--- config.mk ---
export PLATFORM = sky130hd
export DESIGN_NAME = button_debounce_pulser
export DESIGN_NICKNAME = d
export VERILOG_FILES = /design/src/rtl/button_debounce_pulser_pkg.sv /design/src/rtl/button_debounce_pulser_sync_2ff.sv /design/src/rtl/button_debounce_pulser.sv
export SDC_FILE = /design/constraint.sdc
export NUM_CORES = 1
export LEC_CHECK = 0
export BUFFER_PORTS_ARGS = -buffer_cell sky130_fd_sc_hd__buf_2
export CAP_MARGIN = 20
export CORE_MARGIN = 2
export CORE_UTILIZATION = 50
export DETAILED_ROUTE_END_ITERATION = 8
export PLACE_DENSITY = 0.62
export SYNTH_ARGS = -nofsm -noshare
export SYNTH_HDL_FRONTEND = slang
export SYNTH_SLANG_ARGS = --single-unit
--- constraint.sdc ---
create_clock -name i_clk -period 2.9 [get_ports i_clk]
set_input_delay 0 -clock i_clk [delete_from_list [all_inputs] [get_ports i_clk]]
set_output_delay 0 -clock i_clk [all_outputs]
set_load 0.01 [all_outputs]
--- src/rtl/button_debounce_pulser_pkg.sv ---
// Shared board timing for the Go Board button front-ends: clock rate, derived default
// debounce/repeat cycle counts, and counter sizing helpers.
package button_debounce_pulser_pkg;

  localparam int unsigned CLK_HZ = 25_000_000;

  // 10 ms debounce, 500 ms first-repeat delay, 100 ms repeat period
  localparam int unsigned DEBOUNCE_CYCLES_DEF     = CLK_HZ / 100;
  localparam int unsigned REPEAT_DELAY_CYCLES_DEF = CLK_HZ / 2;
  localparam int unsigned REPEAT_RATE_CYCLES_DEF  = CLK_HZ / 10;

  function automatic int unsigned maxOf3(input int unsigned a,
                                         input int unsigned b,
                                         input int unsigned c);
    int unsigned m;
    m = a;
    if (b > m) m = b;
    if (c > m) m = c;
    return m;
  endfunction

  function automatic int unsigned counterWidth(input int unsigned maxVal);
    return $clog2(maxVal) + 1;
  endfunction

endpackage

--- src/rtl/button_debounce_pulser_sync_2ff.sv ---
// Single-bit two-flop synchroniser with asynchronous active-high reset; reusable for any
// asynchronous board input.
module sync_2ff (
  input  logic i_clk,
  input  logic i_rst,
  input  logic i_d,
  output logic o_q
);

  logic s1;
  logic s2;

  always_ff @(posedge i_clk or posedge i_rst) begin
    if (i_rst) begin
      s1 <= 1'b0;
      s2 <= 1'b0;
    end else begin
      s1 <= i_d;
      s2 <= s1;
    end
  end

  assign o_q = s2;

endmodule

--- src/rtl/button_debounce_pulser.sv ---
// Push-button front-end: synchronise, debounce, and emit one-cycle press/release/repeat
// pulses plus an event strobe for the downstream counter.
module button_debounce_pulser
  import button_debounce_pulser_pkg::*;
#(
  parameter int unsigned DEBOUNCE_CYCLES     = DEBOUNCE_CYCLES_DEF,
  parameter int unsigned REPEAT_EN           = 1,
  parameter int unsigned REPEAT_DELAY_CYCLES = REPEAT_DELAY_CYCLES_DEF,
  parameter int unsigned REPEAT_RATE_CYCLES  = REPEAT_RATE_CYCLES_DEF
) (
  input  logic i_clk,
  input  logic i_rst,
  input  logic i_button,
  output logic o_debounced,
  output logic o_press_pulse,
  output logic o_release_pulse,
  output logic o_repeat_pulse,
  output logic o_event
);

  localparam int unsigned CNT_W =
    counterWidth(maxOf3(DEBOUNCE_CYCLES, REPEAT_DELAY_CYCLES, REPEAT_RATE_CYCLES));

  localparam logic [CNT_W-1:0] DEB_LAST   = CNT_W'(DEBOUNCE_CYCLES - 1);
  localparam logic [CNT_W-1:0] DELAY_LAST = CNT_W'(REPEAT_DELAY_CYCLES - 1);
  localparam logic [CNT_W-1:0] RATE_LAST  = CNT_W'(REPEAT_RATE_CYCLES - 1);
  localparam bit               REP_ON     = (REPEAT_EN != 0);

  typedef enum logic [2:0] {
    IDLE,
    PRESS_WAIT,
    HELD,
    REPEAT,
    RELEASE_WAIT
  } btnState_e;

  btnState_e        state, stateNext;
  logic [CNT_W-1:0] dcnt, dcntNext;
  logic [CNT_W-1:0] rcnt, rcntNext;
  logic             btnSync;

  logic debouncedNext;
  logic pressNext;
  logic releaseNext;
  logic repeatNext;
  logic eventNext;

  sync_2ff uSync (
    .i_clk (i_clk),
    .i_rst (i_rst),
    .i_d   (i_button),
    .o_q   (btnSync)
  );

  // State, counters and all outputs share one register stage so pulses align with the level.
  always_ff @(posedge i_clk or posedge i_rst) begin
    if (i_rst) begin
      state           <= IDLE;
      dcnt            <= '0;
      rcnt            <= '0;
      o_debounced     <= 1'b0;
      o_press_pulse   <= 1'b0;
      o_release_pulse <= 1'b0;
      o_repeat_pulse  <= 1'b0;
      o_event         <= 1'b0;
    end else begin
      state           <= stateNext;
      dcnt            <= dcntNext;
      rcnt            <= rcntNext;
      o_debounced     <= debouncedNext;
      o_press_pulse   <= pressNext;
      o_release_pulse <= releaseNext;
      o_repeat_pulse  <= repeatNext;
      o_event         <= eventNext;
    end
  end

  always_comb begin
    stateNext = state;
    dcntNext  = dcnt;
    rcntNext  = rcnt;
    unique case (state)
      IDLE: begin
        if (btnSync) begin
          stateNext = PRESS_WAIT;
          dcntNext  = '0;
        end
      end
      PRESS_WAIT: begin
        if (!btnSync) begin
          stateNext = IDLE;
        end else if (dcnt == DEB_LAST) begin
          stateNext = HELD;
          rcntNext  = '0;
        end else begin
          dcntNext = dcnt + 1'b1;
        end
      end
      HELD: begin
        if (!btnSync) begin
          stateNext = RELEASE_WAIT;
          dcntNext  = '0;
        end else if (REP_ON && rcnt == DELAY_LAST) begin
          stateNext = REPEAT;
          rcntNext  = '0;
        end else if (REP_ON) begin
          rcntNext = rcnt + 1'b1;
        end
      end
      REPEAT: begin
        if (!btnSync) begin
          stateNext = RELEASE_WAIT;
          dcntNext  = '0;
        end else if (rcnt == RATE_LAST) begin
          rcntNext = '0;
        end else begin
          rcntNext = rcnt + 1'b1;
        end
      end
      RELEASE_WAIT: begin
        // Re-contact returns to HELD, so the repeat delay restarts from zero.
        if (btnSync) begin
          stateNext = HELD;
          rcntNext  = '0;
        end else if (dcnt == DEB_LAST) begin
          stateNext = IDLE;
        end else begin
          dcntNext = dcnt + 1'b1;
        end
      end
      default: begin
        stateNext = IDLE;
        dcntNext  = '0;
        rcntNext  = '0;
      end
    endcase
  end

  always_comb begin
    pressNext   = (state == PRESS_WAIT) && btnSync && (dcnt == DEB_LAST);
    releaseNext = (state == RELEASE_WAIT) && !btnSync && (dcnt == DEB_LAST);
    repeatNext  = btnSync &&
                  (((state == HELD) && REP_ON && (rcnt == DELAY_LAST)) ||
                   ((state == REPEAT) && (rcnt == RATE_LAST)));
    eventNext   = pressNext || repeatNext;
    debouncedNext = o_debounced;
    if (pressNext)   debouncedNext = 1'b1;
    if (releaseNext) debouncedNext = 1'b0;
  end

endmodule

==> run metrics <==
status finished, final reports clean; Leak 1.58 nW; area grow syn2layout 9.26%; Min-Delay Path Class input pin to asynchronous set/reset pin; Post-Syn Nets 400; Net count, final 409; CORE AREA 6790 um^2; Area contributors post-synth dfrtp_1, or4_1, nand3_1; Compound-Gate Fraction of Synth Area 18.2%; FMAX 0.417 GHz; vias in the first global route 2984; RSZ-0062 raised after global routing false; largest family of logic cells by synthesized area simple AND/OR/NAND/NOR gates; clock-pin slew on the worst setup and hold paths 0.07 ns; die area 7710 um^2; routed wire length 8560 um; Synth Area in XOR/XNOR 0.499%; Max clock buf depth 2; critical path data arrival time 2.67 ns; I/O Buffers 7; max-slew violation total from the final report 0; starting density of the core 51.7%; DRC viols 0; Switching Share 23.8%; chip height 87.8 um; 1st-iter DRT viols 146; Avg Cell Area, Syn 8.89 um^2; post-layout min period 2.40 ns; crit path from state[0]; WL per Instance 17.0 um; total power 0.00156 W; worst-margin pin slew 0.790 ns; combinational share of power 4.3%; GR Util All Layers 23.9%; CTS tree yes; Antenna Violating Nets Remaining 0; Gate Count Post-Synth 395; multiplexer area fraction after synthesis 1.18%; Slew Limit Headroom 47.3%; Crit. End Element register; final setup vio count 0; library cells used by synthesis 52; register area share after synthesis 42.7%; ys async rst share 100%; Post-DP HPWL 5760 um; endpoints failing hold 0; Power Internal 0.00119 W; antenna violations before repair 0; Via Count 3159; CP Class register to register; worst path cell trace and4bb_1 > a211o_1 > or3_1 > or4_1 > a21oi_1; fin crit share 82.7%; CTS Sinks 60; TritonRoute pass-1 iters 4; Overflow after GRT 0; # IOs 8; post-synth top area cell dfrtp_1; Worst Path Max Fanout 13; Root Driver clkbuf_8; first-pass GRT wire length 14300 um; clock skew 0.00706 ns; post-synthesis instance area 3510 um^2; commonest non-fill, non-tap cell in the layout dfrtp_1; Worst-Skew Late Latency 0.34 ns; Ys Warns 0; switching pwr 0.000372 W; setup_tns 0 ns; number of synthesized flops with an enable pin 0; largest net degree at the start of global routing 48; worst vdd rail ir drop 0.293 mV; Yosys top cell area share 42.7%; RR Startpoint state[0]; H-tree depth 3; Slowest cell on crit path or3_1; post-synthesis simple-gate area fraction 32.4%; GPL Wtd Cong 0.873; most frequent cells in the layout dfrtp_1, nand2_1, nand3_1, o21ai_0, or4_1; layout cells sized above 1 10.1%; Placement Rows 30; Worst EP required 3.17 ns; Top FF cell, synth dfrtp_1; Vias/cell 6.28; Setup crit start kind register; Sequential Power Share 54.8%; power per cell area 406 nW/um^2; Synth Area in Adders 0.997%; Max stage delay on crit path 0.54 ns; max-cap violations 0; width of the chip 87.8 um; # Post-CTS Setup Buffers 0; clock network fraction of total power 40.9%; flops & latches, synth 60; n_diodes 0; CTS Buf Count 9
cells in the mapped netlist (2+ instances only):
cell        n
and2_1     10
or2_2       2
nor2_1     17
nand2_1    34
nand3_1    31
o211ai_1    5
or3_1       8
nand4_1    17
mux2i_1     3
a31oi_1     8
a211o_1     3
buf_4       2
ha_1        2
or4_1      23
clkbuf_1   17
o31ai_1    14
dfrtp_1    60
and3_1     11
nor3_1     12
nor4b_1     5
nor3b_1     2
o21ai_0    27
and4_1      6
a21o_1      2
buf_6       2
o311ai_1    2
a41oi_1     6
nand2b_1    3
a22o_1      2
buf_2       3
o2111ai_1   3
inv_1       7
nor4_1      6
a21oi_1    22
area by class of cell:
type                    count  area, um^2
well taps                  96         120
clock buffers              11         141
inverters                   7        26.3
repair buffers             22         165
fillers                   617        2960
flip-flops and latches     60        1500
multi-input cells         304        1870
clock inverters             3        15.0
cells by family after synthesis:
kind of cell | after synthesis
simple gates | 196
compound gates | 99
flops | 60
buf+inv | 31
mux | 4
fa+ha+maj | 3
xor+xnor | 2
stage by stage:
step / util [%] / std cells / worst slack (ns) / area, um^2 / hold slack [ns]
after floorplan: - / 395 / 0.813 / 3510 / 0.0314
after global placement: 53.6 / 486 / 0.608 / 3640 / 0.108
after detailed placement: 53.6 / 486 / 0.516 / 3640 / 0.109
after CTS: 56.2 / 502 / 0.494 / 3820 / 0.281
after global routing: 56.5 / 503 / 0.294 / 3840 / 0.240
final: 56.5 / 503 / 0.501 / 3840 / 0.207
power groups by stage:
| stage | Clock [W] | Sequential (W) | Combinational (W) |
|---|---|---|---|
| after global routing | 0.000690 | 0.000854 | 0.0000769 |
| after floorplan | 0 | 0.000865 | 0.0000464 |
| after CTS | 0.000657 | 0.000854 | 0.0000660 |
| after detailed placement | 0 | 0.000870 | 0.0000639 |
| after global placement | 0 | 0.000869 | 0.0000631 |
| final | 0.000637 | 0.000854 | 0.0000675 |
routing by layer:
metal  GRT usage (%)  vias to the layer above  routed length, um
met5               0                        -                  0
met4            10.6                        0                161
met3            3.68                       15                260
met2            40.8                       61               4250
met1            29.8                     1529               3890
li1                -                     1554                  -
state kept, by name (all words and copies together) (netlist names):
name and flops:
state 3, uSync.o_q 1, o_debounced 1, dcnt 25, rcnt 25, uSync.s1 1
o_event 1, o_repeat_pulse 1, o_release_pulse 1, o_press_pulse 1
final timing paths:
path | cells after the start | slack, ns | endpoint
setup / recovery | 5 | 0.50 | dcnt[23]
hold / removal | 3 | 0.21 | dcnt[15]
setup reg to reg | 5 | 0.50 | dcnt[23]
hold reg to reg | 0 | 0.38 | uSync.o_q
max in group asynchronous | 5 | 1.97 | rcnt[12]
min in group i_clk | 2 | 0.31 | uSync.s1
worst max-delay path, delay by kind of cell, from the launching register on:
kind	cells	cell delay [ns]
flops	1	0.50
compound gates	2	0.57
simple gates	3	1.26
what timing repair did:
action	4_1_cts	5_1_grt
hold buffers	2	0
hold endpoints to repair	46	0
gates resized for setup	0	0
Power figures use the tool's default switching activity.
